===== src/rtl/branch_predict_unit.sv =====
// Fetch-stage branch predictor: direct-mapped BTB with per-entry saturating direction counters.
// Define BPU_RAS_EN to add a circular return-address stack for call/return prediction.
module branch_predict_unit #(
  parameter int ENTRIES   = 16,
  parameter int PC_WD     = 32,
  parameter int CNT_WD    = 2,
  parameter int RAS_DEPTH = 4
) (
  input  logic             clk,
  input  logic             reset,
  input  logic             fetch_valid,
  input  logic [PC_WD-1:0] fetch_PC,
  output logic [PC_WD-1:0] pred_PC,
  output logic             pred_taken,
  input  logic             upd_valid,
  input  logic [PC_WD-1:0] upd_PC,
  input  logic [1:0]       upd_kind,
  input  logic             upd_taken,
  input  logic [PC_WD-1:0] upd_target,
  input  logic             upd_mispredict,
  output logic [31:0]      mispred_cnt,
  output logic [31:0]      branch_cnt
);

  localparam int IDX_WD = $clog2(ENTRIES);
  localparam int TAG_WD = PC_WD - IDX_WD - 2;
  localparam logic [CNT_WD-1:0] CNT_MAX  = '1;
  localparam logic [CNT_WD-1:0] CNT_WEAK = CNT_WD'(1) << (CNT_WD - 1);

  logic [ENTRIES-1:0] valid_q;
  logic [TAG_WD-1:0]  tag_q    [ENTRIES];
  logic [PC_WD-1:0]   target_q [ENTRIES];
  logic [1:0]         kind_q   [ENTRIES];
  logic [CNT_WD-1:0]  cnt_q    [ENTRIES];
  logic [31:0]        branch_q;
  logic [31:0]        mispred_q;

  logic [IDX_WD-1:0] f_idx;
  logic [IDX_WD-1:0] u_idx;
  logic [TAG_WD-1:0] f_tag;
  logic [TAG_WD-1:0] u_tag;
  logic              hit;
  logic              u_hit;
  logic [PC_WD-1:0]  seq_pc;
  logic              unused_pc_low;

  assign f_idx  = fetch_PC[IDX_WD+1:2];
  assign f_tag  = fetch_PC[PC_WD-1:IDX_WD+2];
  assign u_idx  = upd_PC[IDX_WD+1:2];
  assign u_tag  = upd_PC[PC_WD-1:IDX_WD+2];
  assign seq_pc = fetch_PC + PC_WD'(4);
  assign unused_pc_low = ^{fetch_PC[1:0], upd_PC[1:0]};

  // Lookup is suppressed while reset is held so the outputs are clean from the first reset cycle.
  assign hit        = ~reset & fetch_valid & valid_q[f_idx] & (tag_q[f_idx] == f_tag);
  assign pred_taken = hit & ((kind_q[f_idx] != 2'd0) | cnt_q[f_idx][CNT_WD-1]);
  assign u_hit      = valid_q[u_idx] & (tag_q[u_idx] == u_tag);

`ifdef BPU_RAS_EN
  localparam int RAS_PW = $clog2(RAS_DEPTH);
  localparam logic [RAS_PW:0] RAS_FULL = (RAS_PW + 1)'(RAS_DEPTH);

  logic [PC_WD-1:0]  ras_q [RAS_DEPTH];
  logic [RAS_PW-1:0] ras_ptr;
  logic [RAS_PW:0]   ras_cnt;
  logic              ras_push;
  logic              ras_pop;

  // ras_ptr names the next free slot; the top of stack sits just below it.
  assign ras_push = pred_taken & (kind_q[f_idx] == 2'd2);
  assign ras_pop  = pred_taken & (kind_q[f_idx] == 2'd3) & (ras_cnt != '0);
  assign pred_PC  = ras_pop    ? ras_q[ras_ptr - RAS_PW'(1)] :
                    pred_taken ? target_q[f_idx] : seq_pc;

  always_ff @(posedge clk) begin
    if (reset) begin
      ras_ptr <= '0;
      ras_cnt <= '0;
    end else if (ras_push) begin
      ras_ptr <= ras_ptr + RAS_PW'(1);
      if (ras_cnt != RAS_FULL) ras_cnt <= ras_cnt + (RAS_PW + 1)'(1);
    end else if (ras_pop) begin
      ras_ptr <= ras_ptr - RAS_PW'(1);
      ras_cnt <= ras_cnt - (RAS_PW + 1)'(1);
    end
  end

  always_ff @(posedge clk) begin
    if (ras_push) ras_q[ras_ptr] <= seq_pc;
  end
`else
  localparam int unused_ras_depth = RAS_DEPTH;

  assign pred_PC = pred_taken ? target_q[f_idx] : seq_pc;
`endif

  always_ff @(posedge clk) begin
    if (reset) begin
      valid_q <= '0;
    end else if (upd_valid) begin
      if (u_hit) begin
        if (upd_kind == 2'd0) begin
          if (upd_taken) begin
            target_q[u_idx] <= upd_target;
            if (cnt_q[u_idx] != CNT_MAX) cnt_q[u_idx] <= cnt_q[u_idx] + CNT_WD'(1);
          end else if (cnt_q[u_idx] != '0) begin
            cnt_q[u_idx] <= cnt_q[u_idx] - CNT_WD'(1);
          end
        end else begin
          target_q[u_idx] <= upd_target;
          kind_q[u_idx]   <= upd_kind;
          cnt_q[u_idx]    <= CNT_MAX;
        end
      end else if (upd_taken) begin
        // Allocation replaces whatever branch previously owned this index.
        valid_q[u_idx]  <= 1'b1;
        tag_q[u_idx]    <= u_tag;
        target_q[u_idx] <= upd_target;
        kind_q[u_idx]   <= upd_kind;
        cnt_q[u_idx]    <= (upd_kind == 2'd0) ? CNT_WEAK : CNT_MAX;
      end
    end
  end

  always_ff @(posedge clk) begin
    if (reset) begin
      branch_q  <= '0;
      mispred_q <= '0;
    end else if (upd_valid) begin
      if (branch_q != '1) branch_q <= branch_q + 32'd1;
      if (upd_mispredict && mispred_q != '1) mispred_q <= mispred_q + 32'd1;
    end
  end

  assign branch_cnt  = reset ? '0 : branch_q;
  assign mispred_cnt = reset ? '0 : mispred_q;

endmodule


===== config.mk =====
export PLATFORM = sky130hd
export DESIGN_NAME = branch_predict_unit
export DESIGN_NICKNAME = d
export VERILOG_FILES = /design/src/rtl/branch_predict_unit.sv
export SDC_FILE = /design/constraint.sdc
export NUM_CORES = 1
export LEC_CHECK = 0
export ABC_CLOCK_PERIOD_IN_PS = 6500
export BUFFER_PORTS_ARGS = -buffer_cell sky130_fd_sc_hd__buf_2
export CAP_MARGIN = 20
export CELL_PAD_IN_SITES_DETAIL_PLACEMENT = 1
export CELL_PAD_IN_SITES_GLOBAL_PLACEMENT = 2
export CORE_MARGIN = 10
export CORE_UTILIZATION = 29
export CTS_CLUSTER_SIZE = 20
export DETAILED_ROUTE_END_ITERATION = 8
export GPL_ROUTABILITY_DRIVEN = 0
export PLACE_DENSITY = 0.54
export SLEW_MARGIN = 25
export SYNTH_ARGS = -nofsm -noshare
export SYNTH_HDL_FRONTEND = slang
export SYNTH_SLANG_ARGS = --single-unit

===== constraint.sdc =====
create_clock -name clk -period 6.5 [get_ports clk]
set_clock_uncertainty 0.1 [all_clocks]
set_input_delay 1.3 -clock clk [delete_from_list [all_inputs] [get_ports clk]]
set_output_delay 1.3 -clock clk [all_outputs]
set_load 0.1 [all_outputs]

==> results of run 1 <==
kinds of logic (layout without fill, tap and decap cells):
family / after synthesis / in the layout / synth area share (%)
adders and majority gates: 3 / 3 / 0.0802
and+or+nand+nor: 453 / 453 / 4.86
xor gates and xnor gates: 125 / 125 / 2.34
muxes: 515 / 515 / 22.0
other: 0 / 11 / 0
AOI/OAI and AO/OA: 128 / 128 / 1.84
DFF: 1072 / 1072 / 67.0
buffers and inverters: 179 / 606 / 1.84
state kept, by name, indices dropped and copies added (netlist names):
| signal | cells |
|---|---|
| mispred_q | 32 |
| valid_q | 16 |
| tag_q | 416 |
| target_q | 512 |
| kind_q | 32 |
| cnt_q | 32 |
| branch_q | 32 |
critical path: cells and delay by family:
family,cells,cell delay [ns]
AND/OR/NAND/NOR,3,0.71
buffers and inverters,4,0.87
XOR/XNOR,1,0.32
multiplexers,3,1.64
Yosys cell counts (38+ instances only):
cell type,count
inv_1,38
nand2_1,72
xor2_1,52
edfxtp_1,992
nor2_1,143
mux2i_1,72
dfxtp_1,80
buf_2,41
clkbuf_1,59
xnor2_1,73
mux4_2,409
nor2b_1,65
per-layer routing:
metal	vias up	wire (µm)
met1	13854	59900
li1	10859	-
met3	220	5820
met4	12	3980
met2	594	76500
met5	-	74
cell type report:
cell class,count,area [µm²]
Inverter,39,146
Multi-Input combinational cell,1224,14900
Tap cell,2160,2700
Fill cell,15906,104000
Antenna cell,11,27.5
Timing Repair Buffer,351,3410
Clock buffer,148,3130
Clock inverter,68,786
Sequential cell,1072,31400
per-stage QoR:
step	instances	utilization [%]	instance area, µm²
floorplan	2475	-	46800
global placement	4846	32.7	52500
detailed placement	4846	32.7	52500
CTS	5062	35.1	56400
global route	5068	35.1	56400
finish	5073	35.2	56400
what timing repair did:
action | 4_1_cts | 5_1_grt
gates resized for setup | 2 | 1
endpoints found under the setup margin | 32 | 5
gates cloned | 0 | 0
report_power, final:
| part | leakage (µW) | total [µW] | switching [µW] | internal, µW |
|---|---|---|---|---|
| Combinational | 0.00653 | 1170 | 701 | 471 |
| Sequential | 0.00957 | 7600 | 17.7 | 7580 |
| Clock | 0.00189 | 6800 | 2880 | 3930 |
| Total | 0.0180 | 15600 | 3600 | 12000 |
worst max-delay path by stage:
| stage | start | end | cells past startpoint |
|---|---|---|---|
| global placement | fetch_PC[2] | pred_PC[26] | 12 |
| CTS | fetch_PC[2] | pred_PC[26] | 11 |
| finish | fetch_PC[2] | pred_PC[26] | 11 |
| floorplan | fetch_PC[2] | pred_PC[2] | 10 |
| detailed placement | fetch_PC[2] | pred_PC[26] | 12 |
| global route | fetch_PC[2] | pred_PC[26] | 12 |
==> impl_results.md, run 1 <==
* Synth warnings at 0
* Worst reg2reg path depth at 12
* Most frequent cells in the layout: 992 x edfxtp_1, 409 x mux4_2, 157 x buf_2, 120 x clkbuf_16, 111 x nor2_1
* CP max-delay cell: mux4_2
* Outcome: completed
* Clock transition at path regs at 0.06 ns
* CTS Buf Count at 120
* Layout Nets at 2915
* FF+latch count, synth at 1072
* Pleak at 0.0180 µW
* Synth area leaders: edfxtp_1 64%, mux4_2 20%, dfxtp_1 3.4%
* Area Growth Syn to Fin at 20.5%
* Critical-path cell list: buf_12 > mux4_2 > mux4_2 > xnor2_1 > nand4_1 > nor4_4 > buf_4 > nand3_2 > buf_12 > mux2_1 > buf_12
* RR Startpoint: tag_q[1][22]
* Met1 Usage GRT at 20.1%
* Final HPWL DP at 94800 µm
* Sequential-to-total area share from yosys stat at 67.0%
* RR Endpoint: target_q[4][5]
* Post-route clock period utilization at 97.6%
* Peak Freq at 158 MHz
* Critical Path AT at 4.94 ns
* Die ar. at 178000 µm²
* Top_reg_cell synth: edfxtp_1
* Final critical-path required period at 6.34 ns
* Overall Power at 15600 µW
* Final WS setup at 0.157 ns
* CP max stage delay at 0.61 ns
* Die height at 422 µm
* I/O pins at 201
* Hold Path End: valid_q[3]
* Max_slew headroom at 35.0%
* Starting density of the core at 29.2%
* Max Buffers Root-to-Sink at 3
* Core area at 161000 µm²
* Hold Crit Depth at 2
* Die width at 422 µm
* Top cell by count, worst path: buf_12
* # hold bufs at CTS at 0
* Post-CTS setup repair buffer count at 0
* Met3 usage at 2.33%
* Per-cell routed wire length at 28.8 µm
* First-pass GRT wire length at 209000 µm
* RSZ-0062 raised after global routing: no
* Cell taking the most area after synthesis: edfxtp_1
* Via count at 25539
* Hold Violations, Final at 0
* Number of core rows at 147
* Share of cells above drive strength 1 at 34.4%
* Vias per cell at 5.03
* Global routing usage on met2 at 28.6%
* Largest fanout on the critical path at 36
* IO Port Bufs at 198
* Pwr per Cell Area at 276 nW/µm²
* Pins over their slew limit at 0
* Type of destination of the critical path: output pin
* Worst-margin pin slew at 0.972 ns
* Crit Path Category: primary input to output pin
* Clk sinks at 1072
* DR iter-0 viols at 2146
* Crit start category: primary input
* Routed Antenna Nets at 0
* Post-synth design cell area at 46800 µm²
* R2R setup slack at 2.13 ns
* H-tree levels at 3
* Endpoints failing setup at 0
* Hold crit path type: register to register
* Grt ovf at 0
* Commonest non-fill, non-tap cell in the layout: edfxtp_1
* Routed wire length at 146000 µm
* Mean Syn Cell Area at 18.9 µm²
* Syn Nets at 2582
* Required time worst endpoint at 5.10 ns
* Number of max-cap violations at 0
* Post-Syn Instances at 2475
* Ys async rst share at 0%
* Share of the synthesized area in the top cell type at 63.6%
* Clk_lat worst skew at 0.78 ns
* 1st-pass router iterations at 5
* Clock root cell: clkbuf_16
* Fin Setup TNS at 0 ns
* Initial antenna violation count at 27
* TritonCTS clock tree: done
* Worst ir drop on vdd at 215 µV
* GRT Overall Usage at 16.1%
* Fin Hold WS at 0.388 ns
* Pre-CTS WS at -0.304 ns
* Vias in the first global route at 27962
* Grt peak-use layer: met2
* Remaining DRCs at 0
* Hold path startpoint: valid_q[3]
* Largest net degree at the start of global routing at 101
* Number of flops mapped to enable cells by yosys at 992
* Post-synthesis cell type count at 66
No activity file was read; power rests on OpenSTA's default activity.
==> run 2, diff against run 1 <==
- CORE_ASPECT_RATIO: not set -> 1.1
==> run 2 against run 1 <==
Flip-flop and latch count stayed put. Non-clock buffer count is 22 lower. Maximum frequency is 1.1% lower. Via count is 1.1% higher. First-iteration DRC count is 4.9% lower. Largest cell class unchanged. Combinational power hardly changed. Register-to-register slack better by 0.06 ns. Global-route usage is 0.18 points higher. Critical path depth is 1 higher. Utilization is 0.20 points lower. Sequential share of layout area is 0.40 points higher. Die area hardly changed.
==> impl_results.md, run 2 (synthesized netlist as in run 1, its figures left out) <==
* Final critical-path required period at 6.42 ns
* Per-cell routed wire length at 29.6 µm
* Max Buffers Root-to-Sink at 3
* Post-Layout Cell Count at 4992
* First-pass GRT wire length at 209000 µm
* Final HPWL DP at 93400 µm
* Critical Path AT at 5.02 ns
* Design area at 56000 µm²
* Buf/Inv on CP at 5
* Grt ovf at 0
* Net Sw Frac at 23.2%
* Endpoints failing setup at 0
* Routed Antenna Nets at 0
* Hold Violations, Final at 0
* Pint at 11700 µW
* Worst-margin pin slew at 1.02 ns
* Initial antenna violation count at 36
* Top cell by count, worst path: buf_12
* Logic gate share of total power at 7.7%
* DP Area at 52300 µm²
* Remaining DRCs at 0
* Hold crit path type: register to register
* Largest regs: target_q x512, tag_q x416
* Share of cells above drive strength 1 at 33.8%
* Pins over their slew limit at 0
* Util after Layout at 35.0%
* Largest register FFs at 512
* Peak Freq at 156 MHz
* Number of core rows at 154
* CP max stage delay at 0.54 ns
* Max_slew headroom at 32.1%
* H-tree levels at 3
* Die ar. at 178000 µm²
* Largest Register: target_q
* 1st-pass router iterations at 6
* Delay-heaviest family, CP: multiplexers
* RSZ-0062 raised after global routing: no
* Post-route clock period utilization at 98.7%
* CP max-delay cell: mux4_2
* TritonCTS clock tree: done
* Post-CTS setup repair buffer count at 0
* Largest fanout on the critical path at 32
* Clk sinks at 1072
* GRT Overall Usage at 16.2%
* Largest net degree at the start of global routing at 90
* Area Growth Syn to Fin at 19.7%
* Outcome: completed
* DR iter-0 viols at 2040
* Starting density of the core at 29.2%
* Via count at 25818
* IO Port Bufs at 198
* Final WS setup at 0.0839 ns
* Die height at 441 µm
* Fin Hold WS at 0.395 ns
* Clock network power share at 42.3%
* Crit start category: primary input
* Commonest non-fill, non-tap cell in the layout: edfxtp_1
* Clock root cell: clkbuf_16
* Worst ir drop on vdd at 210 µV
* Die width at 403 µm
* Most frequent cells in the layout: 992 x edfxtp_1, 409 x mux4_2, 157 x buf_2, 121 x clkbuf_16, 111 x nor2_1
* Type of destination of the critical path: output pin
* Crit Path Category: primary input to output pin
* Pwr per Cell Area at 271 nW/µm²
* R2R setup slack at 2.19 ns
* Switching power at 3530 µW
* Critical-path cell list: buf_16 > buf_12 > mux4_2 > mux4_2 > xnor2_1 > nand3_1 > nor4_4 > buf_4 > nand3_2 > buf_12 > mux2_1 > buf_12
* Placed insts at 4769
* Vias per cell at 5.17
* Routed wire length at 148000 µm
* Layout Nets at 2890
* Required time worst endpoint at 5.10 ns
* Clk_lat worst skew at 0.77 ns
* # hold bufs at CTS at 0
* Vias in the first global route at 28025
* Number of max-cap violations at 0
* Clock transition at path regs at 0.06 ns
* Pre-CTS WS at -0.394 ns
* Flop pwr share at 50.0%
* Pleak at 0.0178 µW
* I/O pins at 201
* Core area at 160000 µm²
* CTS Buf Count at 117
[run 2: power groups by stage]
stage / registers, µW / clock network, µW / logic [µW]
floorplan: 7740 / 0 / 692
global placement: 7740 / 0 / 1170
detailed placement: 7750 / 0 / 1190
CTS: 7600 / 6620 / 1200
global route: 7600 / 6890 / 1250
finish: 7600 / 6420 / 1170
[run 2: repair_timing]
action                                  in CTS  in global routing
gates resized for setup                      4                  3
endpoints found under the setup margin      32                 32
gates cloned                                 0                  1
pin swaps                                    0                  1
[run 2: layout make-up]
cell class	instances	area (µm²)
clock buffer	145	3110
inverter	39	146
clock inverter	67	558
fill	15906	104000
antenna	10	25.0
tap	2106	2640
multi-input combinational	1224	14900
timing repair buffer	329	3310
sequential	1072	31400
[run 2: final timing paths]
path / from / end / cells after the start
setup / recovery: fetch_PC[2] / pred_PC[3] / 12
hold / removal: valid_q[6] / valid_q[6] / 2
setup reg to reg: tag_q[3][10] / target_q[6][1] / 12
hold reg to reg: valid_q[6] / valid_q[6] / 2
[run 2: worst register-to-register path, delay by kind of cell, from the launching register on]
family	cells	cell delay (ns)
compound gates	3	0.77
xor+xnor	1	0.52
buf+inv	3	0.72
flops	1	0.39
mux	2	0.65
simple gates	3	0.82
[run 2: metal layers]
metal	share of wire [%]	up-vias	global-route usage, %	wire [µm]
li1	-	10811	-	-
met1	42	14052	21.0	61800
met2	50	742	27.7	73700
met3	5.9	197	3.04	8640
met4	2.2	16	4.64	3290
met5	0.073	-	0	108
[run 2: metrics by stage]
stage / setup TNS, ns / total power (µW)
3_3_place_gp: -10.13 / 8910
4_1_cts: 0 / 15400
5_1_grt: 0 / 15700
2_1_floorplan: 0 / 8430
6_report: 0 / 15200
3_5_place_dp: -9.27 / 8930
==> run 3, diff against run 2 <==
- ABC_AREA: not set -> 1
- BUFFER_PORTS_ARGS: -buffer_cell sky130_fd_sc_hd__buf_2 -> not set
- DONT_BUFFER_PORTS: not set -> 1
- PLACE_DENSITY: 0.54 -> 0.6
==> run 3 against run 2 <==
Combinational power hardly changed. Area after synthesis up 7.1%. Maximum frequency up 1.1%. Register-to-register slack better by 0.38 ns. Cell count grew 52%. Sequential power about the same. Via count up 48%. Routed wire length increased by 29%. Critical path depth up 6. Non-clock buffer count shrank 161. Hold slack worse by 0.0070 ns. Critical endpoint is now pred_PC[22].
==> impl_results.md, run 3 <==
* Vias in the first global route at 39094
* Vias per cell at 5.01
* Number of max-cap violations at 0
* Largest net degree at the start of global routing at 382
* First-pass GRT wire length at 274000 µm
* Commonest non-fill, non-tap cell in the layout: nand2_1
* Grt ovf at 0
* I/O pins at 201
* Sequential-to-total area share from yosys stat at 62.6%
* Largest register FFs at 512
* Endpoints failing setup at 0
* Top cell by count, worst path: nand2_1
* Worst-margin pin slew at 1.09 ns
* Synth warnings at 0
* Ys async rst share at 0%
* Required time worst endpoint at 5.10 ns
* Hold crit path type: register to register
* CP max stage delay at 0.50 ns
* 1st-pass router iterations at 5
* Critical-path cell list: inv_12 > buf_12 > buf_4 > a21oi_1 > o21ai_0 > o21ai_0 > nand2_1 > nand3_1 > xor2_1 > nor2_1 > nand2_1 > nor2_1 > nand2_1 > nor2_4 > buf_4 > nand2_1 > nand2_1 > buf_12
* Critical Path AT at 4.94 ns
* Clock transition at path regs at 0.05 ns
* Remaining DRCs at 0
* Area Growth Syn to Fin at 16.3%
* Largest regs: target_q x512, tag_q x416
* Most common cell in the synthesized netlist: nand2_1
* Post-route clock period utilization at 97.6%
* Final HPWL DP at 114000 µm
* H-tree levels at 4
* Critical path depth at 18
* Number of flops mapped to enable cells by yosys at 992
* Die height at 456 µm
* Syn Nets at 5355
* Hold Violations, Final at 0
* DR iter-0 viols at 2245
* Number of core rows at 160
* CTS Buf Count at 131
* Clk_lat worst skew at 0.78 ns
* Clk sinks at 1072
* FF+latch count, synth at 1072
* Peak Freq at 158 MHz
* Post-Syn Instances at 5248
* RR Startpoint: tag_q[13][7]
* Pins over their slew limit at 0
* Clock root cell: clkbuf_16
* Worst ir drop on vdd at 248 µV
* IO Port Bufs at 0
* Critical path capture point: pred_PC[22]
* Buf/Inv on CP at 5
* Routed wire length at 190000 µm
* Core area at 172000 µm²
* Largest fanout on the critical path at 381
* Delay-heaviest family, CP: buffers and inverters
* Fillers at 19375
* Layout Nets at 5347
* Pwr per Cell Area at 268 nW/µm²
* Synth area leaders: edfxtp_1 59%, nand2_1 11%, o21ai_0 6.6%
* Share of cells above drive strength 1 at 8.90%
* Crit Path Category: primary input to output pin
* Die ar. at 190000 µm²
* Share of the synthesized area in the top cell type at 59.4%
* Worst reg2reg path depth at 20
* TritonCTS clock tree: done
* Type of destination of the critical path: output pin
* Die width at 417 µm
* Critical path origin: fetch_PC[2]
* Post-synth design cell area at 50200 µm²
* Largest Register: target_q
* RSZ-0062 raised after global routing: no
* Outcome: completed
* CP max-delay cell: inv_12
* R2R setup slack at 2.57 ns
* Cell taking the most area after synthesis: edfxtp_1
* Post-CTS setup repair buffer count at 0
* Overall Power at 15600 µW
* Mean Syn Cell Area at 9.56 µm²
* GRT Overall Usage at 19.5%
* Util after Layout at 33.9%
* Initial antenna violation count at 4
* Fin Setup TNS at 0 ns
* Max Buffers Root-to-Sink at 3
* Max_slew headroom at 27.1%
* Per-cell routed wire length at 25.0 µm
* Post-synth top cells: 1404 x nand2_1, 992 x edfxtp_1, 736 x nor2_1
* RR Endpoint: target_q[8][5]
* Final critical-path required period at 6.34 ns
* Pleak at 0.0207 µW
* Routed Antenna Nets at 0
* Most frequent cells in the layout: 1404 x nand2_1, 992 x edfxtp_1, 652 x o21ai_0, 632 x nor2_1, 304 x inv_1
* Top_reg_cell synth: edfxtp_1
* Via count at 38147
* Crit start category: primary input
* Starting density of the core at 29.1%
* Post-synthesis cell type count at 48
run 3: report_power, final:
part	switching [µW]	internal (µW)
Clock	3000	3840
Combinational	817	359
Sequential	13.7	7590
run 3: stage by stage:
stage          instances  setup WS [ns]  hold slack (ns)  area, µm²
6_report            7610          0.156            0.388      58300
5_1_grt             7609         0.0840            0.427      58300
4_1_cts             7606          0.431            0.388      58300
3_5_place_dp        7375          0.431            0.374      54400
3_3_place_gp        7375          0.417            0.363      54400
2_1_floorplan       5248         0.0284            0.339      50200
run 3: worst register-to-register path, cell delays in order (launching register included):
cell and delay [ns]:
edfxtp_1 0.38, nand2_1 0.08, o21ai_0 0.09, nand2_1 0.07
nand2_1 0.05, nand2_1 0.06, nand2_1 0.10, nor2_1 0.11
nor2_1 0.06, nor2_1 0.10, nand2_1 0.06, nor2_1 0.19
nand2_1 0.16, nor2_2 0.33, nand2_2 0.14, nand2_4 0.08
nand2_2 0.08, a21oi_4 0.74, buf_4 0.34, nor2_4 0.05
buf_12 0.21
run 3: worst min-delay path by stage:
stage	from	end	slack (ns)	cells after the start
floorplan	valid_q[4]	valid_q[4]	0.34	2
finish	branch_q[3]	branch_q[3]	0.39	1
global route	mispred_q[29]	mispred_q[29]	0.43	2
detailed placement	branch_q[3]	branch_q[3]	0.37	1
CTS	branch_q[3]	branch_q[3]	0.39	1
global placement	branch_q[3]	branch_q[3]	0.36	1
run 3: routing by layer:
metal | track usage, % | vias up | part of all wire, %
li1 | - | 18008 | -
met1 | 23.4 | 19415 | 42
met2 | 35.3 | 541 | 52
met3 | 3.20 | 183 | 3.7
met4 | 5.56 | 0 | 2.5
met5 | 0 | - | 0
run 3: kinds of logic after synthesis:
group / share of synthesized area (%)
buffers and inverters: 5.52
AO/OA/AOI/OAI: 12.0
AND/OR/NAND/NOR: 19.1
XOR/XNOR: 0.663
adder cells (fa/ha/maj): 0.0748
flip-flops: 62.6
run 3: cell type report:
cell class	count	area (µm²)	share of cell area, %
inverter	315	1210	2.08
multi-input combinational	3552	16500	28.3
sequential	1072	31400	53.8
tap	2268	2840	4.86
clock inverter	64	503	0.862
clock buffer	167	3430	5.89
antenna	4	10.0	0.0172
timing repair buffer	168	2420	4.16
run 3: repair_timing:
item                                    CTS  global route
hold buffers                              0             0
endpoints found under the setup margin    0             1
resized for setup                         0             2
endpoints found under the hold margin     0             0
